$ cat src/rtl/chime_sequencer.sv
// chime_sequencer
//   Decides when the buzzer beeps and how many times. It watches the time of
//   day and the alarm setting and drives a registered beep enable into the
//   tone generator. Two sources share one IDLE/ON/GAP FSM:
//     - hourly chime: N = hour mod 12 beeps (0 shown as 12);
//     - alarm burst: ALARM_BEEPS beeps, which the stop key can cut short.
//   An alarm preempts a running chime. A chime never interrupts anything.
//   Optional build macro CHIME_QUIET_EN: suppresses chimes (never alarms)
//   while hour is inside [QUIET_START, QUIET_END), wrapping past midnight.
//
// Ports
//   clk, rst       clock, synchronous active-high reset
//   sec_tick       one-cycle pulse: time registers just advanced
//   hour/minute/second       current time (binary)
//   alarm_hour/alarm_min     alarm setting, alarm_on = armed
//   stop           one-cycle pulse from the debounced stop key
//   buzz_en        registered beep enable (1 = tone on)
//   busy           a sequence is running
//   alarm_active   the running sequence is an alarm
//   beeps_left     beeps remaining, including the current one
module chime_sequencer #(
    parameter int ON_CYC      = 50000000,
    parameter int GAP_CYC     = 50000000,
    parameter int ALARM_BEEPS = 30,
    parameter int QUIET_START = 22,
    parameter int QUIET_END   = 7
) (
    input  logic       clk,
    input  logic       rst,
    input  logic       sec_tick,
    input  logic [4:0] hour,
    input  logic [5:0] minute,
    input  logic [5:0] second,
    input  logic [4:0] alarm_hour,
    input  logic [5:0] alarm_min,
    input  logic       alarm_on,
    input  logic       stop,
    output logic       buzz_en,
    output logic       busy,
    output logic       alarm_active,
    output logic [7:0] beeps_left
);

    localparam int MAX_CYC = (ON_CYC > GAP_CYC) ? ON_CYC : GAP_CYC;
    localparam int CNT_W   = (MAX_CYC > 1) ? $clog2(MAX_CYC) : 1;
    localparam logic [CNT_W-1:0] ON_LAST  = CNT_W'(ON_CYC - 1);
    localparam logic [CNT_W-1:0] GAP_LAST = CNT_W'(GAP_CYC - 1);
    localparam logic [4:0] Q_START = 5'(QUIET_START);
    localparam logic [4:0] Q_END   = 5'(QUIET_END);

`ifdef CHIME_QUIET_EN
    localparam bit QUIET_EN = 1'b1;
`else
    localparam bit QUIET_EN = 1'b0;
`endif

    typedef enum logic [1:0] {IDLE, ON, GAP} state_t;

    state_t           state_q, state_d;
    logic [CNT_W-1:0] cnt_q, cnt_d;
    logic [7:0]       beeps_q, beeps_d;
    logic             alarm_q, alarm_d;
    logic             buzz_q, buzz_d;
    logic             busy_q, busy_d;

    logic       in_range, in_quiet, chime_trig, alarm_trig;
    logic [4:0] hour12;
    logic [7:0] chime_n;

    always_comb begin
        in_range = (hour <= 5'd23) && (minute <= 6'd59) && (second <= 6'd59);
        // A start hour above the end hour means the window spans midnight.
        if (QUIET_START > QUIET_END)
            in_quiet = (hour >= Q_START) || (hour < Q_END);
        else
            in_quiet = (hour >= Q_START) && (hour < Q_END);
        chime_trig = sec_tick && in_range && (minute == 6'd0) && (second == 6'd0)
                     && !(QUIET_EN && in_quiet);
        alarm_trig = sec_tick && in_range && alarm_on && (hour == alarm_hour)
                     && (minute == alarm_min) && (second == 6'd0);
        hour12  = (hour >= 5'd12) ? (hour - 5'd12) : hour;
        chime_n = (hour12 == 5'd0) ? 8'd12 : {3'b000, hour12};
    end

    always_comb begin
        state_d = state_q;
        cnt_d   = cnt_q + 1'b1;
        beeps_d = beeps_q;
        alarm_d = alarm_q;
        // Priority: a fresh alarm (also over a chime), then a chime from IDLE,
        // then stop, then normal sequencing. A trigger that is taken thus
        // masks a simultaneous stop.
        if (alarm_trig && !alarm_q) begin
            state_d = ON;
            cnt_d   = '0;
            beeps_d = 8'(ALARM_BEEPS);
            alarm_d = 1'b1;
        end else if (chime_trig && (state_q == IDLE)) begin
            state_d = ON;
            cnt_d   = '0;
            beeps_d = chime_n;
            alarm_d = 1'b0;
        end else if (stop && alarm_q) begin
            state_d = IDLE;
            cnt_d   = '0;
            beeps_d = 8'd0;
            alarm_d = 1'b0;
        end else begin
            case (state_q)
                IDLE: cnt_d = '0;
                ON: begin
                    if (cnt_q == ON_LAST) begin
                        state_d = GAP;
                        cnt_d   = '0;
                    end
                end
                GAP: begin
                    if (cnt_q == GAP_LAST) begin
                        cnt_d = '0;
                        if (beeps_q > 8'd1) begin
                            beeps_d = beeps_q - 8'd1;
                            state_d = ON;
                        end else begin
                            beeps_d = 8'd0;
                            alarm_d = 1'b0;
                            state_d = IDLE;
                        end
                    end
                end
                default: begin
                    state_d = IDLE;
                    cnt_d   = '0;
                    beeps_d = 8'd0;
                    alarm_d = 1'b0;
                end
            endcase
        end
        buzz_d = (state_d == ON);
        busy_d = (state_d != IDLE);
    end

    always_ff @(posedge clk) begin
        if (rst) begin
            state_q <= IDLE;
            cnt_q   <= '0;
            beeps_q <= 8'd0;
            alarm_q <= 1'b0;
            buzz_q  <= 1'b0;
            busy_q  <= 1'b0;
        end else begin
            state_q <= state_d;
            cnt_q   <= cnt_d;
            beeps_q <= beeps_d;
            alarm_q <= alarm_d;
            buzz_q  <= buzz_d;
            busy_q  <= busy_d;
        end
    end

    assign buzz_en      = buzz_q;
    assign busy         = busy_q;
    assign alarm_active = alarm_q;
    assign beeps_left   = beeps_q;

endmodule

$ cat config.mk
export PLATFORM = sky130hd
export DESIGN_NAME = chime_sequencer
export DESIGN_NICKNAME = d
export VERILOG_FILES = /design/src/rtl/chime_sequencer.sv
export SDC_FILE = /design/constraint.sdc
export NUM_CORES = 1
export LEC_CHECK = 0
export CORE_MARGIN = 1.5
export CORE_UTILIZATION = 30
export CTS_CLUSTER_SIZE = 12
export DETAILED_ROUTE_END_ITERATION = 6
export PLACE_DENSITY = 0.6
export SLEW_MARGIN = 20
export SYNTH_ARGS = -nofsm -noshare
export SYNTH_HDL_FRONTEND = slang
export SYNTH_SLANG_ARGS = --single-unit
$ cat constraint.sdc
create_clock -name clk -period 4 [get_ports clk]
set_clock_uncertainty 0.1 [all_clocks]
set_input_delay 0.4 -clock clk [delete_from_list [all_inputs] [get_ports clk]]
set_output_delay 0.4 -clock clk [all_outputs]
set_load 0.02 [all_outputs]
== Word level (Yosys, flattened, before mapping) ==
Cells that the tools add are included.
Cells by class
  divide/modulo/power cells: 0
  multipliers: 0
  eq/ne operators: 11
  add/sub/neg operators: 3
  muxes and demuxes: 21
  bitwise gates (word level): 1
  $lt $le $gt $ge: 5
  reductions and logical operators: 25
  shift-type cells: 0
Operators by type and width (count)
  2-to-1 mux 8 bit: 4
  adder 26 x 1 -> 26 bit (second input constant): 1
  equality test 26 bit (second input constant): 1
  case mux 8 bit (2 select lines): 1
  2-to-1 mux 5 bit: 3
  less-or-equal comparator 6 bit (second input constant): 2
  logical AND 1 bit: 12
  zero test 6 bit: 2
  2-to-1 mux 2 bit: 5
  != test 5 bit (second input constant): 2
  > comparator 8 x 1 -> 1 bit (second input constant): 1
  subtractor 8 x 1 -> 8 bit (second input constant): 1
  equality test 6 bit: 1
  2-to-1 mux 1 bit: 6
  case mux 2 bit (3 select lines): 1
  OR reduction 2 bit: 3
  OR reduction 6 bit: 1
  equality test 5 bit: 1
  >= comparator 5 x 4 -> 1 bit (second input constant): 1
  less-or-equal comparator 5 bit (second input constant): 1
  zero test 5 bit: 1
  subtractor 5 x 4 -> 5 bit (second input constant): 1
  equality test 2 x 1 -> 1 bit (second input constant): 2
  != test 4 x 1 -> 1 bit (second input constant): 1
  other kinds (10): 11
Word-level totals
  memories: 0
  bits in writable memories: 0
  output and inout bits: 11
  bits in latches: 0
  bits in registers: 39
  bits of input ports: 33
  bits in read-only memories: 0
  logic and storage cells: 73

== Longest topological paths before layout ==
Gate-level depths: netlist of the first run.
  word-level depth: 11
  depth in mapped cells: 11
  depth with buffers taken out: 9

== Worst setup path before layout of the first run ==
Ideal clock, no wire load.
  path type: input to register
  from: in hour[2]
  to: reg cnt_q[11]
  cell stages on the path: 11
  slack: 1.692 ns
  data arrival time: 2.093 ns
  required time: 3.785 ns
  path buffers: 4
  setup time: 0.115 ns
  cells stage by stage: buf_6 xor2_1 nor4_1 nand4_1 or4_1 buf_2 nand2b_2 or3_1 buf_4 buf_6 nor2_1
On the way
  longest elaborated chain between the ends: 10
  elaborated cells between the ends (all ways): 14
  classes of those cells: 1 x order compare; 1 x eq/ne; 12 x reduce/logical
Ends and longest elaborated chain
  start, declared: line 31  | input logic [4:0] hour,
  less-or-equal comparator 5 bit: line 71  | in_range = (hour <= 5'd23) && (minute <= 6'd59) && (second <= 6'd59);
  logical AND 1 bit (2 in a row): line 71
  logical AND 1 bit: line 77, 79
  logical AND 1 bit (2 in a row): line 79  | alarm_trig = sec_tick && in_range && alarm_on && (hour == alarm_hour)
  logical AND 1 bit (2 in a row): line 80  | && (minute == alarm_min) && (second == 6'd0);
  logical AND 1 bit: line 93  | if (alarm_trig && !alarm_q) begin
  OR reduction 6 bit (no source line) *
  end signal, assigned: line 152  | cnt_q <= cnt_d;
  end, declared: line 60  | logic [CNT_W-1:0] cnt_q, cnt_d;
Every way passes the cells marked *; elsewhere a longest branch is shown, timed or not.
A chain may end at the register's enable or synchronous reset.

== Final worst setup path of the first run ==
  from: in hour[2]
  to: reg cnt_q[22]
Same word-level chain as after synthesis.

==> results of run 1 <==
-- cells by family after synthesis --
group           after synthesis
compound gates               47
xor+xnor                     37
fa+ha+maj                     9
buf+inv                      19
flops                        39
mux                           4
simple gates                130
-- per-layer routing --
layer / part of all wire / track usage / up-vias
met4: 0.011 / 0.03836 / 0
met2: 0.44 / 0.1924 / 46
met3: 0.054 / 0.03535 / 5
met5: 0 / 0 / -
met1: 0.49 / 0.1582 / 939
li1: - / - / 1077
-- flip-flops by register name, summed over array words and instances (netlist names) --
| register | count |
|---|---|
| cnt_q | 26 |
| state_q | 2 |
| alarm_active | 1 |
| buzz_en | 1 |
| beeps_left | 8 |
| busy | 1 |
-- Yosys cell counts, types with 2 or more instances --
cell,instances,area [µm²]
a31oi_1,4,25.02
mux2i_1,3,30.03
nand2b_1,2,12.51
o31ai_1,3,22.52
xnor2_1,14,122.6
a22oi_1,2,15.01
nor4_1,5,31.28
dfxtp_1,39,780.8
a211oi_1,2,15.01
inv_1,9,33.78
nor3_1,11,55.05
ha_1,9,112.6
buf_6,3,33.78
o21ai_0,11,55.05
nand3_1,17,85.08
a21o_1,2,15.01
buf_2,4,20.02
and2_1,3,18.77
and3_1,5,31.28
nor2_1,42,157.7
nor2b_1,3,18.77
xor2_1,23,201.4
a21oi_1,15,75.07
nand2_1,21,78.83
or2_2,2,12.51
or4_1,2,15.01
and4_1,3,26.28
nand4_1,6,37.54
nor4b_1,3,26.28
clkbuf_1,2,7.510
-- worst paths after layout --
check	endpoint	slack (ns)	start
max	cnt_q[22]$_SDFF_PP0_	1.16	hour[2]
min	cnt_q[0]$_SDFF_PP0_	0.37	cnt_q[0]$_SDFF_PP0_
max reg2reg	beeps_left[5]$_SDFFE_PP0P_	1.67	beeps_left[0]$_SDFFE_PP0P_
min reg2reg	cnt_q[0]$_SDFF_PP0_	0.37	cnt_q[0]$_SDFF_PP0_
-- through the flow --
stage	worst slack [ns]	instance area (µm²)	hold WS, ns
after global routing	0.9589	2902	0.4067
final	1.159	2902	0.3689
after detailed placement	0.8305	2803	0.3580
after floorplan	1.692	2302	0.3260
after CTS	1.143	2902	0.3765
after global placement	0.9198	2803	0.3431
-- worst max-delay path, cell delays in order --
cell and delay [ns]:
clkdlybuf4s50_1 0.61, xor2_1 0.25, nor4_1 0.29, nand4_1 0.12
or4_1 0.62, nand2b_2 0.16, or3_1 0.11, buf_4 0.26
nor2_1 0.08
-- power breakdown --
part / switching (µW) / internal, µW
registers: 0.0144 / 388
clock network: 133 / 141
logic: 26.7 / 42.2
total: 159 / 571
-- layout by cell type (no fill, tap or decap), types with 11 or more instances in the layout --
master           instances
clkdlybuf4s50_1         43
nor3_1                  11
nor2_1                  42
xor2_1                  23
xnor2_1                 14
nand2_1                 21
dfxtp_1                 39
a21oi_1                 15
o21ai_0                 11
nand3_1                 17
-- final cells by class --
cell class	count	share of cell area
inverter	9	0.01164
tap	99	0.04269
clock inverter	2	0.005606
sequential	39	0.2691
clock buffer	6	0.02846
multi-input combinational	227	0.4890
timing repair buffer	45	0.1535
==> impl_metrics.ini, run 1 <==
[status]
outcome = finished, final reports clean

[clock_network]
cts_tree = done
cts_made_buffers = 5
ctsHoldBuffers = 0
cts_resized = 0
cts_setup_buffers = 0
htree_levels = 2
clock_latency_ns = 0.28
clkTransAtPathRegs_ns = 0.07
clock_path_buffers = 2
root_buffer = clkbuf_8
clock_sinks = 39

[logic_synthesis]
muxShareOfSynthArea = 0.01793
syn-num-nets = 327
yosys_register_bits = 39
synth_ff_type = dfxtp_1
synth_top_family_by_area = simple AND/OR/NAND/NOR gates
syn_inst = 285
synth_adder_area_share = 0.04891
synth_simple_gate_area_frac = 0.2810
synth_edf_count = 0
postSynthAreaPerCell_um2 = 8.078
synth_seq_area_share = 0.3391
synth_compound_area_frac = 0.1277
synth_cell_types = 45
synthArstFlopShare = 0
yosys_warnings = 0
synthXorXnorAreaFrac = 0.1408
synth_area_mm2 = 0.002302

[floorplanning]
dieArea_mm2 = 0.008208
initial_utilization = 0.3140
coreArea_mm2 = 0.007331
die_height_um = 90.60
rows = 31
top_level_ports = 44
die_x_um = 90.60

[placement]
globalplace.congestion = 0.8034
placed_cells = 419
dpl.hpwl_mm = 3.650
numPortBuffers = 43

[detailed_routing]
drt_wl_total_mm = 4.854
drt_pass1_iterations = 4
post_drt_wl_per_cell_um = 11.37
vias = 2067
drc_errors = 0
vias_per_cell = 4.841
drtIter0Drc = 98
ant_nets = 0

[power]
power_density_mw_per_mm2 = 251.6
total_power_uw = 730.2
p_leak_uw = 0.0009611
vdd_drop_max_uv = 124.4

[sta]
slew_headroom = 0.4238
tightestPinTransition_ns = 0.8577
max_freq_ghz = 0.3520
finalSetupViolations = 0
hold_violations = 0
finalCritPeriodShare = 0.7101
rsz0062_at_grt = false
slew_violations = 0
fin_crit_ns = 2.841
setup-tns-final_ns = 0

[critical_path]
r2r_cells = 8
start_kind = primary input
cp_max_fo = 26
cp_data_arrival_time_ns = 2.91
path_class = primary input to flip-flop
endpoint_kind = flip-flop
cp.required_ns = 4.07

[final_layout]
layout.nets = 369
post-route-util = 0.3958
fin_cells = 427
insertedDiodeCount = 0
multi_input_area_mm2 = 0.001419
fillCellCount = 759
register_area_um2 = 780.7
syn2layout_area_growth_pct = 26.03
drive_gt1_frac = 0.04878

[min_path]
hp-class = flip-flop to flip-flop
hold_depth = 1

[grt]
grt_usage = 0.1216
grt_pass1_wl_mm = 8.411
antenna_found_initial = 0
grt_pass1_vias = 1941
grt_max_degree = 27
gr-total-overflow = 0

[flow_run]
maxCapViolCount = 0
(Power assumes the default switching activity.)
==> inputs of run 2 (changes only) <==
Settings changed: PLACE_DENSITY 0.6 to 0.62.
Clock period 4 ns to 2.6 ns, I/O delays scaled along.
==> run 2 against run 1 <==
  * Non-clock buffer count increased by 11
  * Sequential power grew 54%
  * Sequential share of layout area fell by 0.85 points
  * Combinational power up 64%
  * Register-to-register slack got worse by 1.5 ns
  * Flip-flop and latch count unchanged
  * Via count increased by 2.3%
  * First-iteration DRC count decreased by 16%
  * Die area unchanged
  * Worst hold slack worse by 0.0034 ns
  * Clock-buffer cell count did not move
  * Utilization increased by 1.3 points
  * Critical path type is now flip-flop to flip-flop
==> impl_metrics.ini, run 2 (synthesis results as in run 1) <==
[status]
outcome = finished, final reports clean

[clock_network]
clock_path_buffers = 2
root_buffer = clkbuf_8
cts_made_buffers = 5
cts_setup_buffers = 0
ctsHoldBuffers = 0
htree_levels = 2
cts_resized = 0
cts_tree = done
clock_sinks = 39
clock_latency_ns = 0.30
clkTransAtPathRegs_ns = 0.09

[final_layout]
layout.nets = 380
final_common_cell = clkdlybuf4s50_1
drive_gt1_frac = 0.07965
largest_reg_flops = 26
insertedDiodeCount = 0
final_cell_mix = 43 x clkdlybuf4s50_1, 42 x nor2_1, 39 x dfxtp_1
regMostFlops = cnt_q
syn2layout_area_growth_pct = 30.16
post-route-util = 0.4088

[floorplanning]
rows = 31
dieArea_mm2 = 0.008208
die_height_um = 90.60
coreArea_mm2 = 0.007331
die_x_um = 90.60
initial_utilization = 0.3140
top_level_ports = 44

[sta]
hold_violations = 0
setup-tns-final_ns = 0
slew_headroom = 0.6064
max_freq_ghz = 0.4186
slew_violations = 0
rsz0062_at_grt = false
finalCritPeriodShare = 0.9187
tightestPinTransition_ns = 0.5850
finalSetupViolations = 0
fin_crit_ns = 2.389

[critical_path]
r2r_cells = 8
crit_chain = inv_1 > ha_1 > o211ai_1 > nand3_1 > or2_2 > nor2_1 > nand4_1 > a21oi_1
rr_endpoint = beeps_left[6]$_SDFFE_PP0P_
cp.buffers_inverters = 1
path_class = flip-flop to flip-flop
reg2reg_setup_slack_ns = 0.21
cp_data_arrival_time_ns = 2.51
cp.required_ns = 2.72
cp_max_fo = 7
cp_slowest_cell = dfxtp_1
endpoint_kind = flip-flop
critPathMaxStageDelay_ns = 0.46
cp_top_family = simple AND/OR/NAND/NOR gates
start_kind = flip-flop
regToRegStartpoint = beeps_left[0]$_SDFFE_PP0P_

[detailed_routing]
met2WireLength_mm = 2.412
vias_per_cell = 4.826
top_layer_used = met4
drt_pass1_iterations = 4
wirelength_met1_mm = 2.360
post_drt_wl_per_cell_um = 11.62
vias = 2114
drtIter0Drc = 82
ant_nets = 0
met3_length_um = 216
drc_errors = 0
drt_wl_total_mm = 5.089

[power]
total_power_uw = 1149
vdd_drop_max_uv = 171.8
power_density_mw_per_mm2 = 383.4
p_leak_uw = 0.001022

[grt]
grt_pass1_wl_mm = 8.776
grt_max_degree = 27
gr-total-overflow = 0
grt_usage = 0.1305
antenna_found_initial = 0
grt_pass1_vias = 1999

[placement]
numPortBuffers = 43
globalplace.congestion = 0.8323
dpl.hpwl_mm = 3.919

[min_path]
worstHoldStart = cnt_q[0]$_SDFF_PP0_
hold_depth = 1
hp-class = flip-flop to flip-flop
min_to = cnt_q[0]$_SDFF_PP0_

[flow_run]
maxCapViolCount = 0
-- run 2: per-stage QoR --
step	setup WS [ns]	hold WS [ns]	instance area, µm²	std cells
after CTS	0.2340	0.3702	2997	438
final	0.2113	0.3655	2997	438
after global placement	0.09359	0.3464	2898	430
after floorplan	0.4322	0.3260	2302	285
after global routing	0.08873	0.4154	2997	438
after detailed placement	0.02599	0.3513	2898	430
-- run 2: area by class of cell --
cell class	count	area [µm²]
repair buffers	56	540.5
fillers	721	4334
clock buffers	6	82.58
well taps	99	123.9
flip-flops and latches	39	780.7
multi-input cells	227	1419
inverters	9	33.78
clock inverters	2	16.27
-- run 2: worst max path at each step --
| stage | start | to | depth (start not counted) | slack (ns) |
|---|---|---|---|---|
| 4_1_cts | beeps_left[0]$_SDFFE_PP0P_ | beeps_left[6]$_SDFFE_PP0P_ | 8 | 0.23 |
| 2_1_floorplan | hour[2] | cnt_q[9]$_SDFF_PP0_ | 11 | 0.43 |
| 5_1_grt | beeps_left[0]$_SDFFE_PP0P_ | beeps_left[6]$_SDFFE_PP0P_ | 8 | 0.09 |
| 3_5_place_dp | hour[2] | cnt_q[9]$_SDFF_PP0_ | 9 | 0.03 |
| 6_report | beeps_left[0]$_SDFFE_PP0P_ | beeps_left[6]$_SDFFE_PP0P_ | 8 | 0.21 |
| 3_3_place_gp | hour[2] | cnt_q[18]$_SDFF_PP0_ | 9 | 0.09 |
-- run 2: power breakdown --
group	switching [µW]	internal, µW	total, µW
combinational	42.4	71.0	113
clock	223	216	439
sequential	0.0224	597	597
total	265	884	1150
-- run 2: layer usage --
| layer | GRT usage | up-vias |
|---|---|---|
| li1 | - | 1098 |
| met4 | 0.05952 | 0 |
| met1 | 0.1536 | 966 |
| met2 | 0.2237 | 43 |
| met3 | 0.02946 | 7 |
| met5 | 0 | - |
==> inputs of run 3 (changes only) <==
Settings changed: CELL_PAD_IN_SITES_DETAIL_PLACEMENT from default to 1, CELL_PAD_IN_SITES_GLOBAL_PLACEMENT from default to 1, PLACE_DENSITY 0.62 to 0.77.
==> run 3 against run 2 <==
  * Final cell count rose by 0.68%
  * Utilization is 0.61 points higher
  * Largest cell class unchanged
  * Fmax rose by 1.8%
  * Clock-buffer cell count unchanged
  * Largest power group unchanged
  * Critical endpoint unchanged
  * Setup slack gained 0.042 ns
  * Critical path depth grew 2
  * Global-route usage increased by 1.9 points
==> impl_metrics.ini, run 3 (synthesis results as in run 1) <==
[status]
outcome = finished, final reports clean

[floorplanning]
coreArea_mm2 = 0.007331
top_level_ports = 44
die_height_um = 90.60
initial_utilization = 0.3140
dieArea_mm2 = 0.008208
die_x_um = 90.60
rows = 31

[final_layout]
fillCellCount = 864
layout.nets = 383
final_cell_mix = 43 x clkdlybuf4s50_1, 42 x nor2_1, 39 x dfxtp_1
post-route-util = 0.4149
syn2layout_area_growth_pct = 32.12
final_common_cell = clkdlybuf4s50_1
largest_reg_flops = 26
regMostFlops = cnt_q
insertedDiodeCount = 0
fin_area_mm2 = 0.003042
drive_gt1_frac = 0.08772

[placement]
place_ws_ns = -0.06608
placed_area_mm2 = 0.002920
numPortBuffers = 43
dpl.hpwl_mm = 4.512
globalplace.congestion = 0.8125

[sta]
hold_violations = 0
rsz0062_at_grt = false
slew_headroom = 0.6424
slew_violations = 0
max_freq_ghz = 0.4261
tightestPinTransition_ns = 0.5315
finalCritPeriodShare = 0.9027
fin_ws_ns = 0.2530
fin_crit_ns = 2.347
finalSetupViolations = 0

[detailed_routing]
post_drt_wl_per_cell_um = 13.22
drt_pass1_iterations = 4
ant_nets = 0
drc_errors = 0
drt_wl_total_mm = 5.832
vias_per_cell = 4.964
drtIter0Drc = 44
vias = 2189

[clock_network]
root_buffer = clkbuf_8
cts_tree = done
htree_levels = 2
clock_sinks = 39
clock_path_buffers = 2
cts_setup_buffers = 0
clock_latency_ns = 0.30
cts_made_buffers = 5
ctsHoldBuffers = 0
cts_resized = 0
clkTransAtPathRegs_ns = 0.09

[grt]
gr-total-overflow = 0
grt_max_degree = 27
grt_pass1_vias = 2246
grt_pass1_wl_mm = 10.21
grt_usage = 0.1496
antenna_found_initial = 0

[critical_path]
cp_max_fo = 5
start_kind = primary input
cp.required_ns = 2.73
endpoint_kind = flip-flop
cp_data_arrival_time_ns = 2.47
path_class = primary input to flip-flop

[flow_run]
maxCapViolCount = 0

[power]
p_leak_uw = 0.001051
power_density_mw_per_mm2 = 415.0
vdd_drop_max_uv = 242.8

[min_path]
hp-class = flip-flop to flip-flop
==> run 3: layer usage <==
metal  vias up  GRT usage  wire length, µm
met3         7    0.02357              189
met5         -          0                0
met1      1032     0.1825             2680
li1       1109          -                -
met4         0    0.04762               77
met2        41     0.2663             2885
==> run 3: per-stage QoR <==
step           setup TNS [ns]  power [µW]  instances  hold WS [ns]
2_1_floorplan               0       658.6        285        0.3260
3_3_place_gp                0       726.9        433        0.3455
3_5_place_dp          -0.1310       729.3        433        0.3608
4_1_cts                     0        1278        441        0.3815
5_1_grt                     0        1309        441        0.4203
6_report                    0        1262        441        0.3713
==> run 3: where the power goes <==
part	internal (µW)	switching (µW)	total, µW
Combinational	72.0	45.6	118
Clock	316	232	548
Sequential	597	0.0230	597
==> run 3: worst paths after layout <==
check,startpoint,to,slack (ns),depth (start not counted)
max,hour[2],beeps_left[6]$_SDFFE_PP0P_,0.25,10
min reg2reg,cnt_q[0]$_SDFF_PP0_,cnt_q[0]$_SDFF_PP0_,0.37,1
min,cnt_q[0]$_SDFF_PP0_,cnt_q[0]$_SDFF_PP0_,0.37,1
max reg2reg,state_q[0]$_SDFF_PP0_,beeps_left[6]$_SDFFE_PP0P_,0.33,9
==> run 3: layout make-up <==
class                   count  area, µm²  area share
clock inverters             2      38.79     0.01275
multi-input cells         227       1419      0.4665
inverters                   9      33.78     0.01111
clock buffers               6      82.58     0.02715
repair buffers             59      563.0      0.1851
well taps                  99      123.9     0.04072
flip-flops and latches     39      780.7      0.2567
==> run 3: worst max-delay path: stages <==
cell and delay, ns:
clkdlybuf4s50_1 0.54, buf_4 0.14, a31oi_1 0.09, a311oi_2 0.34, nor3_1 0.12, buf_4 0.17
or2_2 0.34, nor2_1 0.19, nand4_1 0.12, a21oi_1 0.16
